--- src/rtl/mem_arbiter.sv ---
// mem_arbiter: two-port (IF / D) arbiter and sequencer in front of the memory
// controller. One transaction at a time: ISSUE strobes mem_valid for a cycle,
// WAIT counts out MEM_LAT cycles, RESP pulses the winner's ack with read data.
// Optional feature macro: MEM_ARB_RR_EN selects round-robin arbitration when
// both ports request; undefined gives fixed D-over-IF priority.
//
// Handshake: a requester raises req with stable operands and holds them until
// it sees its one-cycle ack. The request is latched at the IDLE edge, so later
// operand changes are ignored. A req seen during the ack (RESP) cycle is not
// sampled; holding req high queues the next transaction, sampled in IDLE.
module mem_arbiter #(
  parameter int DWIDTH    = 32,
  parameter int CPUAWIDTH = 32,
  parameter int MEM_LAT   = 2
) (
  input  logic                 clk,
  input  logic                 reset,
  input  logic                 if_req,
  input  logic [CPUAWIDTH-1:0] if_addr,
  output logic                 if_ack,
  output logic [DWIDTH-1:0]    if_rdata,
  input  logic                 d_req,
  input  logic                 d_rw,
  input  logic [CPUAWIDTH-1:0] d_addr,
  input  logic [DWIDTH-1:0]    d_wdata,
  output logic                 d_ack,
  output logic [DWIDTH-1:0]    d_rdata,
  output logic                 mem_valid,
  output logic                 mem_rw,
  output logic [CPUAWIDTH-1:0] mem_addr,
  output logic [DWIDTH-1:0]    mem_wdata,
  output logic                 mem_data_oe,
  input  logic [DWIDTH-1:0]    mem_rdata,
  output logic                 busy,
  output logic                 grant_d,
  output logic [1:0]           dbg_state
);

  typedef enum logic [1:0] {
    S_IDLE  = 2'd0,
    S_ISSUE = 2'd1,
    S_WAIT  = 2'd2,
    S_RESP  = 2'd3
  } state_t;

  // Counter reload: WAIT exits when the counter reads zero, so MEM_LAT-1
  // gives exactly MEM_LAT WAIT cycles.
  localparam logic [3:0] LAT_M1 = 4'(MEM_LAT - 1);

  state_t                 state_q, state_d;
  logic [3:0]             cnt_q, cnt_d;
  logic                   grant_d_q, grant_d_d;
  logic [CPUAWIDTH-1:0]   addr_q, addr_d;
  logic                   rw_q, rw_d;
  logic [DWIDTH-1:0]      wdata_q, wdata_d;
  logic [DWIDTH-1:0]      if_rdata_q, if_rdata_d;
  logic [DWIDTH-1:0]      d_rdata_q, d_rdata_d;
  logic                   d_wins;

  // Arbitration decision among the current requests
  always_comb begin
    d_wins = 1'b0;
`ifdef MEM_ARB_RR_EN
    // Under contention the port that did not win last time goes first.
    d_wins = d_req && (!if_req || !grant_d_q);
`else
    d_wins = d_req;
`endif
  end

  // Next-state, counter, latch and read-data capture logic
  always_comb begin
    state_d    = state_q;
    cnt_d      = cnt_q;
    grant_d_d  = grant_d_q;
    addr_d     = addr_q;
    rw_d       = rw_q;
    wdata_d    = wdata_q;
    if_rdata_d = if_rdata_q;
    d_rdata_d  = d_rdata_q;
    case (state_q)
      S_IDLE: begin
        if (if_req || d_req) begin
          grant_d_d = d_wins;
          if (d_wins) begin
            addr_d  = {d_addr[CPUAWIDTH-1:2], 2'b00};
            rw_d    = d_rw;
            wdata_d = d_wdata;
          end else begin
            addr_d  = {if_addr[CPUAWIDTH-1:2], 2'b00};
            rw_d    = 1'b1;
          end
          state_d = S_ISSUE;
        end
      end
      S_ISSUE: begin
        cnt_d   = LAT_M1;
        state_d = S_WAIT;
      end
      S_WAIT: begin
        if (cnt_q == 4'd0) begin
          // Read data is captured on the edge entering RESP.
          if (rw_q) begin
            if (grant_d_q) d_rdata_d  = mem_rdata;
            else           if_rdata_d = mem_rdata;
          end
          state_d = S_RESP;
        end else begin
          cnt_d = cnt_q - 4'd1;
        end
      end
      S_RESP: begin
        state_d = S_IDLE;
      end
      default: state_d = S_IDLE;
    endcase
  end

  // State and datapath registers with asynchronous reset
  always_ff @(posedge clk or posedge reset) begin
    if (reset) begin
      state_q    <= S_IDLE;
      cnt_q      <= 4'd0;
      grant_d_q  <= 1'b0;
      addr_q     <= '0;
      rw_q       <= 1'b1;
      wdata_q    <= '0;
      if_rdata_q <= '0;
      d_rdata_q  <= '0;
    end else begin
      state_q    <= state_d;
      cnt_q      <= cnt_d;
      grant_d_q  <= grant_d_d;
      addr_q     <= addr_d;
      rw_q       <= rw_d;
      wdata_q    <= wdata_d;
      if_rdata_q <= if_rdata_d;
      d_rdata_q  <= d_rdata_d;
    end
  end

  assign mem_valid   = (state_q == S_ISSUE);
  assign mem_rw      = rw_q;
  assign mem_addr    = addr_q;
  assign mem_wdata   = wdata_q;
  assign mem_data_oe = ((state_q == S_ISSUE) || (state_q == S_WAIT)) && !rw_q;
  assign if_ack      = (state_q == S_RESP) && !grant_d_q;
  assign d_ack       = (state_q == S_RESP) && grant_d_q;
  assign if_rdata    = if_rdata_q;
  assign d_rdata     = d_rdata_q;
  assign busy        = (state_q != S_IDLE);
  assign grant_d     = grant_d_q;
  assign dbg_state   = state_q;

endmodule

--- config.mk ---
export PLATFORM = sky130hd
export DESIGN_NAME = mem_arbiter
export DESIGN_NICKNAME = d
export VERILOG_FILES = /design/src/rtl/mem_arbiter.sv
export SDC_FILE = /design/constraint.sdc
export NUM_CORES = 1
export LEC_CHECK = 0
export CAP_MARGIN = 30
export CORE_UTILIZATION = 40
export CTS_CLUSTER_SIZE = 30
export DETAILED_ROUTE_END_ITERATION = 8
export PLACE_DENSITY = 0.79
export RECOVER_POWER = 100
export REMOVE_ABC_BUFFERS = 1
export SLEW_MARGIN = 15
export SYNTH_ARGS = -nofsm -noshare
export SYNTH_HDL_FRONTEND = slang
export SYNTH_SLANG_ARGS = --single-unit
--- constraint.sdc ---
create_clock -name clk -period 8 [get_ports clk]
set_clock_uncertainty 0.05 [all_clocks]
set_input_delay 2.4 -clock clk [delete_from_list [all_inputs] [get_ports clk]]
set_output_delay 2.4 -clock clk [all_outputs]
set_load 0.02 [all_outputs]
==> run metrics <==
Clock Latency Late Sink=0.40 ns; Post-Syn Area=5547 um^2; Ys Warns=0; port bufs=263; CTS buffer count=17; Critical Path AT=5.57 ns; initial core utilization=0.4139; post-layout net count=792; top cells by count, synth=dfrtp_1 (133), mux2_2 (66), nand2_1 (36); Worst slew margin=-0.8323; die area=14340 um^2; Clock Path Buffers=2; Worst Tran Pin Value=2.733 ns; max-slew violation count=135; worst hold path class=register to register; #FFs+latches synth=134; die width=119.8 um; startpoint types=input pin; clock sink count=134; top fanout value on the critical path=43; critical path endpoint category=register; Setup TNS=0 ns; FF+latch area=3354 um^2; CTS root buffer=clkbuf_16; final worst path period share=0.6744; Core ar.=13400 um^2; min Tclk post-route=5.395 ns; achievable frequency=0.1853 GHz; # H-tree levels=4; router iterations before antenna repair=4; area share of the largest cell type after synthesis=0.6000; R2R Setup Slk=5.19 ns; largest net degree at the start of global routing=71; total grt overflow=0; Synth async-reset ratio=1.000; Synth Area per Inst=14.33 um^2; failing checks=capacitance limit, slew limit; status=finished with violations; area leader, netlist=dfrtp_1; global-route wire length before repair=22.36 mm; number of synthesized flops with an enable pin=0; Final setup viols=0; share of layout cells above drive strength 1=0.1664; Avg WL per Cell=16.48 um; Static Leak=3.962 nW; vias in the first global route=4385; ranking of synthesized cells by area=dfrtp_1 (60%), mux2_2 (13%), mux2_4 (8.1%); Total Power=3.649 mW; cell area power density=411.7 nW/um^2; Hold Slack=0.4198 ns; # IOs=270; clock transition at the registers of the reported paths=0.05 ns; Max Cap Viol=3; RSZ-0062 raised after global routing=no; DR vias=4067; DR iter-0 viols=146; Hold Vio Cnt, Final=0; area of the multi-input gates=1968 um^2; antenna viol nets, final=0; Post-CTS Hold Buffers=0; initial antenna violation count=1; area grow syn2layout=59.78%; crit path kind=input pin to register; setup bufs post-CTS=0; Die Ht=119.8 um; Worst IR Drop VDD=0.2410 mV; Vias per Instance=4.819; Total GRT Usage=0.2056; Detailed Route WL=13.91 mm; Post-Syn Instances=387; routability congestion estimate=0.7725; top-count cell post-synth=dfrtp_1; Worst EP required=8.17 ns; Synth Flop Type=dfrtp_1; # fillers=1003; DP Wirelength=10.23 mm; sequential-to-total area share from yosys stat=0.6048; # DRC=0; CTS tree=done; post-CTS sizing=0; Yosys cell types=32; row count=42
==> flip-flops by register name, summed over array words and instances, names as in the netlist <==
signal	cells
mem_wdata	32
dbg_state	2
cnt_q	4
d_rdata	32
grant_d	1
mem_rw	1
mem_addr	30
if_rdata	32
==> per-stage QoR <==
| stage | area, um^2 | utilization | instances | worst slack (ns) |
|---|---|---|---|---|
| after global routing | 8862 | 0.6613 | 844 | 2.241 |
| after CTS | 8947 | 0.6677 | 842 | 3.589 |
| after detailed placement | 8359 | 0.6238 | 810 | 3.540 |
| final | 8862 | 0.6613 | 844 | 2.605 |
| after global placement | 8319 | 0.6208 | 808 | 3.597 |
| after floorplan | 5420 | - | 365 | 1.969 |
==> final timing paths <==
check,startpoint,end,cells past startpoint
min in group asynchronous,reset,d_rdata[6],2
worst min register to register,mem_addr[26],mem_addr[26],2
max in group asynchronous,reset,d_rdata[10],4
worst min-delay path,mem_addr[26],mem_addr[26],2
worst max-delay path,d_req,mem_addr[27],6
worst max register to register,dbg_state[0],mem_wdata[3],5
==> routing by layer <==
| metal | vias up | share of wire | GRT usage |
|---|---|---|---|
| met2 | 193 | 0.51 | 0.3519 |
| li1 | 1898 | - | - |
| met1 | 1957 | 0.39 | 0.2315 |
| met5 | - | 0 | 0 |
| met4 | 0 | 0.017 | 0.08047 |
| met3 | 19 | 0.084 | 0.07652 |
==> logic make-up (layout without fill, tap and decap cells) <==
logic type | after synthesis | in the layout | share of synthesized area
other | 1 | 3 | 0.0006761
AO/OA/AOI/OAI | 39 | 39 | 0.03835
AND/OR/NAND/NOR | 48 | 48 | 0.04106
buffers and inverters | 31 | 310 | 0.02887
adder cells (fa/ha/maj) | 5 | 5 | 0.01128
multiplexers | 129 | 129 | 0.2750
flip-flops | 134 | 134 | 0.6048
==> critical path, stage by stage <==
cell and delay (ns):
buf_2 0.07, clkbuf_1 1.65, o21ai_4 0.40, clkbuf_1 0.67, nand2_1 0.23, o21ai_0 0.11
==> power by group <==
| part | total, mW | internal (mW) | leakage [nW] | switching (mW) |
|---|---|---|---|---|
| sequential | 1.20 | 1.02 | 1.61 | 0.178 |
| combinational | 1.68 | 0.813 | 2.06 | 0.871 |
| clock | 0.767 | 0.492 | 0.292 | 0.275 |
| total | 3.65 | 2.33 | 3.96 | 1.32 |
==> cell type report <==
| class | count | area share |
|---|---|---|
| antenna | 1 | 0.0002824 |
| clock inverter | 7 | 0.01045 |
| sequential | 134 | 0.3785 |
| multi-input combinational | 223 | 0.2221 |
| clock buffer | 25 | 0.05591 |
| inverter | 8 | 0.003530 |
| tap | 176 | 0.02485 |
| timing repair buffer | 270 | 0.3044 |
==> cell usage in the layout (no fill, tap or decap), drive strengths merged, types with 4 or more instances in the layout <==
cell type,n
dlygate4sd3,168
dfrtp,133
mux2,97
clkdlybuf4s50,94
nand2,36
mux2i,32
o21ai,32
clkbuf,29
inv,8
ha,5
clkinv,4
buf,4
Power figures use the tool's default switching activity.
